File: config.mk
export PLATFORM = sky130hd
export DESIGN_NAME = branch_resolve_unit
export DESIGN_NICKNAME = d
export VERILOG_FILES = /design/src/rtl/branch_resolve_unit.sv
export SDC_FILE = /design/constraint.sdc
export NUM_CORES = 1
export LEC_CHECK = 0
export BUFFER_PORTS_ARGS = -buffer_cell sky130_fd_sc_hd__clkbuf_2
export CAP_MARGIN = 40
export CORE_MARGIN = 1.5
export CORE_UTILIZATION = 45
export DETAILED_ROUTE_END_ITERATION = 6
export PLACE_DENSITY_LB_ADDON = 0.12
export SYNTH_ARGS = -nofsm -noshare
export SYNTH_HDL_FRONTEND = slang
export SYNTH_SLANG_ARGS = --single-unit
File: constraint.sdc
create_clock -name clk -period 4.25 [get_ports clk]
set_input_delay 0.85 -clock clk [delete_from_list [all_inputs] [get_ports clk]]
set_output_delay 0.85 -clock clk [all_outputs]
set_load 0.02 [all_outputs]
File: src/rtl/branch_resolve_unit.sv
// Branch resolve stage: registered condition evaluation with valid/ready handshake.
// Optional 2-bit BHT for IF predictions, built when BRANCH_BHT_EN is defined.
module branch_resolve_unit #(
  parameter int DATA_W    = 32,
  parameter int PC_W      = 32,
  parameter int BHT_DEPTH = 16
) (
  input  logic              clk,
  input  logic              rst,
  input  logic              flush,
  input  logic              in_valid,
  output logic              in_ready,
  input  logic [PC_W-1:0]   in_pc,
  input  logic [PC_W-1:0]   in_target,
  input  logic [DATA_W-1:0] rs_data,
  input  logic [DATA_W-1:0] rt_data,
  input  logic [3:0]        cond,
  input  logic              pred_taken,
  input  logic [PC_W-1:0]   lookup_pc,
  output logic              lookup_taken,
  output logic              out_valid,
  input  logic              out_ready,
  output logic              out_taken,
  output logic [1:0]        out_result,
  output logic              out_mispredict,
  output logic [PC_W-1:0]   out_redirect_pc
);

  localparam int IDX_W = (BHT_DEPTH > 1) ? $clog2(BHT_DEPTH) : 1;

  logic            w_acc;
  logic            w_eq;
  logic            w_lts;
  logic            w_ltu;
  logic            w_zeq;
  logic            w_zneg;
  logic [1:0]      w_sres;
  logic [1:0]      w_ures;
  logic [1:0]      w_zres;
  logic            w_taken;
  logic [1:0]      w_result;
  logic [PC_W-1:0] w_redirect;

  logic            r_valid;
  logic            r_taken;
  logic [1:0]      r_result;
  logic            r_mispredict;
  logic [PC_W-1:0] r_redirect;

  assign in_ready = ~r_valid | out_ready;
  assign w_acc    = in_valid & in_ready & ~flush;

  assign w_eq   = (rs_data == rt_data);
  assign w_lts  = ($signed(rs_data) < $signed(rt_data));
  assign w_ltu  = (rs_data < rt_data);
  assign w_zeq  = (rs_data == '0);
  assign w_zneg = rs_data[DATA_W-1];

  assign w_sres = w_eq  ? 2'b01 : (w_lts  ? 2'b10 : 2'b11);
  assign w_ures = w_eq  ? 2'b01 : (w_ltu  ? 2'b10 : 2'b11);
  assign w_zres = w_zeq ? 2'b01 : (w_zneg ? 2'b10 : 2'b11);

  always_comb begin
    w_taken  = 1'b0;
    w_result = 2'b00;
    case (cond)
      4'd0:  begin w_taken = w_eq;             w_result = w_sres; end
      4'd1:  begin w_taken = ~w_eq;            w_result = w_sres; end
      4'd2:  begin w_taken = w_lts;            w_result = w_sres; end
      4'd3:  begin w_taken = ~w_lts;           w_result = w_sres; end
      4'd4:  begin w_taken = w_ltu;            w_result = w_ures; end
      4'd5:  begin w_taken = ~w_ltu;           w_result = w_ures; end
      4'd6:  begin w_taken = w_zneg;           w_result = w_zres; end
      4'd7:  begin w_taken = ~w_zneg;          w_result = w_zres; end
      4'd8:  begin w_taken = ~w_zneg & ~w_zeq; w_result = w_zres; end
      4'd9:  begin w_taken = w_zneg | w_zeq;   w_result = w_zres; end
      4'd10: begin w_taken = 1'b1;             w_result = w_sres; end
      default: begin
        w_taken  = 1'b0;
        w_result = 2'b00;
      end
    endcase
  end

  assign w_redirect = w_taken ? in_target : (in_pc + PC_W'(4));

  always_ff @(posedge clk) begin
    if (rst) begin
      r_valid      <= 1'b0;
      r_taken      <= 1'b0;
      r_result     <= 2'b00;
      r_mispredict <= 1'b0;
      r_redirect   <= '0;
    end else if (flush) begin
      r_valid <= 1'b0;
    end else if (w_acc) begin
      r_valid      <= 1'b1;
      r_taken      <= w_taken;
      r_result     <= w_result;
      r_mispredict <= w_taken ^ pred_taken;
      r_redirect   <= w_redirect;
    end else if (r_valid & out_ready) begin
      r_valid <= 1'b0;
    end
  end

  assign out_valid       = r_valid;
  assign out_taken       = r_taken;
  assign out_result      = r_result;
  assign out_mispredict  = r_mispredict;
  assign out_redirect_pc = r_redirect;

`ifdef BRANCH_BHT_EN
  logic [1:0]       r_bht [BHT_DEPTH];
  logic             w_train;
  logic [IDX_W-1:0] w_widx;
  logic [IDX_W-1:0] w_ridx;
  logic [1:0]       w_cnt;
  logic             w_unused;

  assign w_train  = w_acc & (cond <= 4'd9);
  assign w_widx   = in_pc[2 +: IDX_W];
  assign w_ridx   = lookup_pc[2 +: IDX_W];
  assign w_cnt    = r_bht[w_widx];
  assign w_unused = ^lookup_pc;

  // Lookup reads the pre-update table: same-cycle training shows next cycle.
  assign lookup_taken = r_bht[w_ridx][1];

  always_ff @(posedge clk) begin
    if (rst) begin
      for (int i = 0; i < BHT_DEPTH; i++) begin
        r_bht[i] <= 2'b01;
      end
    end else if (w_train) begin
      if (w_taken) begin
        r_bht[w_widx] <= (w_cnt == 2'b11) ? 2'b11 : w_cnt + 2'b01;
      end else begin
        r_bht[w_widx] <= (w_cnt == 2'b00) ? 2'b00 : w_cnt - 2'b01;
      end
    end
  end
`else
  logic w_unused;

  assign w_unused     = ^lookup_pc;
  assign lookup_taken = 1'b0;
`endif

endmodule

# Yosys cells after proc, flatten, opt, wreduce, memory -nomap -nowiden
# Index checks and enable logic that the tools add are counted.
op_classes:
  addsub: 1
  multipliers: 0
  n_div: 0
  magnitude_cmp: 2
  n_eq_ne: 11
  shift: 0
  muxes: 11
  bitwise_logic: 14
  n_reduce_logical: 8
op_table:
  columns: ["op", "count"]
  rows:
  - ["< comparator 32 bit", 2]
  - ["adder 32 x 3 -> 32 bit (second input constant)", 1]
  - ["== test 32 bit", 1]
  - ["logical NOT 32 bit", 1]
  - ["two-way mux 32 bit", 1]
  - ["== test 4 x 3 -> 1 bit (second input constant)", 4]
  - ["== test 4 bit (second input constant)", 3]
  - ["one-hot mux 1 bit (11 select lines)", 1]
  - ["== test 4 x 2 -> 1 bit (second input constant)", 2]
  - ["inverter 1 bit", 7]
  - ["two-way mux 2 bit", 3]
  - ["one-hot mux 2 bit (3 select lines)", 1]
  - ["two-way mux 1 bit", 5]
  - ["OR reduction 5 bit", 1]
  - ["bitwise AND 1 bit", 4]
  - ["== test 4 x 1 -> 1 bit (second input constant)", 1]
  - ["logical NOT 4 bit", 1]
  - ["OR reduction 2 bit", 2]
  - ["OR reduction 4 bit", 1]
  - ["bitwise OR 1 bit", 2]
  - ["AND reduction 2 bit", 1]
  - ["nonzero test 2 bit", 1]
  - ["bitwise XOR 1 bit", 1]
word_totals:
  register_bits: 37
  latch_bits: 0
  mem_bits_rw: 0
  rom_bits: 0
  out_inout_bits: 39
  n_memories: 0

# Depth between registers and ports, before layout
logic_depth:
  ltp_word: 5
  depth_mapped: 12

# Least setup slack after synthesis
# No wires, ideal clock.
synth_path:
  path_type: "input -> register"
  startpoint: "input port rt_data[31]"
  endpoint: "register r_redirect[19] (netlist: out_redirect_pc[19])"
  setup_time_ns: 0.132
  arrival_ns: 3.400
  t_required_ns: 4.118
  setup_slack_ns: 0.718
  cell_stages: 12
  path_cell_list: "inv_1 > ha_1 > nand4_4 > nor4_4 > a21oi_1 > a221o_1 > a211o_1 > or4_4 > buf_6 > buf_2 > o211ai_1 > a21oi_1"
synth_via:
  elab_chain_cells: 4
  elab_cells_between_ends: 8
synth_lines:
  columns: ["element", "line_no", "source"]
  rows:
  - ["start, declared", "16", "input logic [DATA_W-1:0] rt_data,"]
  - ["< comparator 32 bit, or another cell as far along", "55", "assign w_ltu = (rs_data < rt_data);"]
  - ["inverter 1 bit (on tied branches)", "72, 68, 70", null]
  - ["one-hot mux 1 bit (11 select lines) *", "66", "case (cond)"]
  - ["two-way mux 32 bit *", "85", "assign w_redirect = w_taken ? in_target : (in_pc + PC_W'(4));"]
  - ["end signal, assigned", "101", "r_redirect <= w_redirect;"]
  - ["end, declared", "48", "logic [PC_W-1:0] r_redirect;"]
# Mark *: on every way between the ends. The rest lies on a longest branch, timed or not.
# A chain may end at the register's enable or synchronous reset.

# Worst setup path in the final report
layout_path:
  startpoint: "input port rs_data[14]"
  endpoint: "register r_mispredict (netlist: out_mispredict)"
layout_via:
  elab_chain_cells: 5
  elab_cells_between_ends: 12
layout_lines:
  columns: ["element", "line_no", "source"]
  rows:
  - ["start, declared", "15", "input logic [DATA_W-1:0] rs_data,"]
  - ["parallel branches: the longest is 3 deep, another holds < comparator 32 bit", null, null]
  - ["one-hot mux 1 bit (11 select lines) *", "66", null]
  - ["bitwise XOR 1 bit *", "100", "r_mispredict <= w_taken ^ pred_taken;"]
  - ["end signal, assigned", "100", null]
  - ["end, declared", "47", "logic r_mispredict;"]
# Every way passes the cells marked *.

==> results.md <==
- Clock Skews: 0.00996 ns
- Top cells by area, synth: dfxtp_1, ha_1, nand4b_1
- DRC errors left: 0
- ANT nets after route: 0
- Post-synth top area cell: dfxtp_1
- CP Launch Point: rs_data[14]
- Maximum VDD drop: 0.137 mV
- Max Buffers Root-to-Sink: 2
- Worst hold path type: reg -> reg
- Post-Route WL: 9920 um
- Sink Count: 37
- Syn Std Cell Area: 3500 um^2
- Worst r2r dst: out_redirect_pc[8]
- Post-CTS Setup Bufs: 0
- Initial antenna violation count: 0
- Sequential share of the synthesized area: 0.212
- Port Buf Inserts: roughly 180
- CORE AREA: roughly 7400 um^2
- Slew @ Worst Pin: around 0.9 ns
- Final setup margin: 0.368 ns
- Number of buffers created by CTS: 5
- MaxCap Viol Count: 0
- Cell Chain, Critical Path: clkbuf_2, ha_1, nand4_1, nor3_1, o21ai_0, a31o_2, a211oi_1, or4_4, buf_12, nor4b_1, a211o_1
- PD cells: 235 nW/um^2
- Synth warnings: 0
- Fmax: 0.258 GHz
- Critical-path top delay cell: a211oi_1
- WP buf/inv: 2
- Min cycle time layout: between 3 and 4 ns
- Post-CTS sizing: 0
- Overall Power: 0.00107 W
- HPWL after DPL: 7810 um
- Area grow syn2layout: 30.8%
- Worst-skew pair later-pin latency: 0.29 ns
- Final #Nets: 811
- Post-synth top cells: inv_1, dfxtp_1, ha_1
- Synth Instances: roughly 450
- Worst Path Arrival: 4.06 ns
- Post-place setup slack: 0.117 ns
- Startpoint types: primary input
- DRT Pass-1 Iters: 4
- Crit Path Class: in -> reg
- Post-route setup TNS: 0 ns
- Mapped Nets: 649
- Reg2reg start: out_valid
- Worst path max stage delay: 0.69 ns
- First-pass GRT wire length: between 15,000 and 20,000 um
- Async SR Flop Fraction: 0
- Req. time, crit path: 4.42 ns
- Distinct cell type count after synthesis: 55
- EDFF count, synth: 0
- CTS H-tree lvls: 2
- CTS Hold Buffers Added: 0
- Fin crit share: 0.913
- Die height: 91.1 um
- Initial Utilization: 0.474
- Hold_ws: 0.461 ns
- Routed WL per cell: 14.0 um
- Via/cell ratio: 5.41
- Slew headroom: 0.408
- GRT Overall Usage: 0.228
- Pin count of the biggest net entering global routing: 63
- Final Wtd Congestion: 0.892
- Static leakage: approximately 2.2 nW
- CTS Root Cell: clkbuf_8
- CP Max Fanout: 40
- Stages on the worst setup path: 11
- Vias in the first global route: approximately 3,500
- Most frequent cell after synthesis: inv_1
- Share of layout cells above drive strength 1: 0.328
- TritonCTS clock tree: done
- Largest delay contributor family on the critical path: compound AO/OA/AOI/OAI gates
- Final Hold Viols: 0
- # diodes: 0
- GRT overflow: 0
- Syn_area_per_cell: about 8 um^2
- FF+latch count, synth: 37
- Post-synth top area share: 0.212
- Rows: 31
- Top FF cell, synth: dfxtp_1
- Status: finished clean
- Ports: around 210
- Die X-Extent: 91.1 um
- 1st-iter DRT viols: 174
- CP Capture Type: flop
- Critical Path Sink: out_mispredict
- Endpoints failing setup: 0
- Die Area: 8310 um^2
- DR vias: ~3,800
- Path depth of the worst reg2reg path: 5
- Fin. max-slew vios: 0
- Reg2reg setup slack: between 2 and 2.5 ns
- Worst-path clk slew: ~0.070 ns
- RSZ-0062 raised after global routing: false
## layer usage
metal,up-vias,global-route usage,part of all wire
met2,140,0.367,0.44
met4,0,0.0365,0.0070
li1,1984,-,-
met1,1696,0.318,0.48
met5,-,0,0
met3,8,0.0477,0.068
## state kept, by name, indices dropped and copies added (netlist names)
register,cells
out_result,2
out_mispredict,1
out_valid,1
out_taken,1
out_redirect_pc,32
## logic make-up after synthesis
logic type | Yosys count | synth area share
AND/OR/NAND/NOR | 179 | 0.310
multiplexers | 5 | 0.0143
AO/OA/AOI/OAI | 91 | 0.191
flip-flops | 37 | 0.212
buffers and inverters | 71 | 0.0809
other | 1 | 0.00107
XOR/XNOR | 29 | 0.0727
adder cells (fa/ha/maj) | 33 | 0.118
## stage by stage
stage,cell area [um^2],std cells,utilization
floorplan,3500,446,-
global placement,4450,700,0.604
detailed placement,4450,700,0.604
CTS,4570,708,0.620
global route,4570,708,0.620
finish,4570,708,0.620
## worst min-delay path, cell delays in order, from the launching register on
cell	delay [ns]
dfxtp_1	0.31
nand2_1	0.05
a21oi_1	0.05
## final cells by class
type	instances	area [um^2]
well taps	99	124
repair buffers	183	948
flip-flops and latches	37	741
inverters	43	161
clock buffers	6	82.6
multi-input cells	338	2480
fillers	693	2800
clock inverters	2	37.5
## where the power goes
part           switching (W)  leakage, nW  total, W  internal (W)
Combinational       0.000208         1.81  0.000368      0.000160
Sequential         0.0000135        0.303  0.000386      0.000372
Clock               0.000130       0.0574  0.000321      0.000191
Total               0.000352         2.17   0.00107      0.000723
## placed cells by master (no fill, tap or decap), types with 6 or more instances in the layout
cell / netlist / routed
o311ai_1: 9 / 9
o311ai_0: 12 / 12
clkbuf_2: 1 / 175
buf_4: 1 / 7
nand4b_1: 22 / 22
nor2_1: 32 / 32
nand3b_1: 24 / 24
nor3_1: 8 / 8
nand3_1: 12 / 12
a21oi_1: 21 / 21
o21ai_0: 8 / 8
nand4_1: 13 / 13
clkbuf_8: 0 / 6
nor4_1: 10 / 10
and3_1: 6 / 6
o211ai_1: 8 / 8
xor2_1: 14 / 14
dfxtp_1: 37 / 37
xnor2_1: 15 / 15
nand2_1: 31 / 31
o41ai_1: 6 / 6
inv_1: 43 / 43
ha_1: 33 / 33
## how the worst min path moves through the flow
stage / start / slack (ns) / to / cells past startpoint
after floorplan: out_redirect_pc[19] / 0.53 / out_redirect_pc[19] / 2
after global placement: out_redirect_pc[23] / 0.45 / out_redirect_pc[23] / 2
after detailed placement: out_redirect_pc[23] / 0.45 / out_redirect_pc[23] / 2
after CTS: out_redirect_pc[23] / 0.46 / out_redirect_pc[23] / 2
after global routing: out_redirect_pc[4] / 0.49 / out_redirect_pc[4] / 2
final: out_redirect_pc[23] / 0.46 / out_redirect_pc[23] / 2
Note: power is estimated with default switching activity, not from simulation.
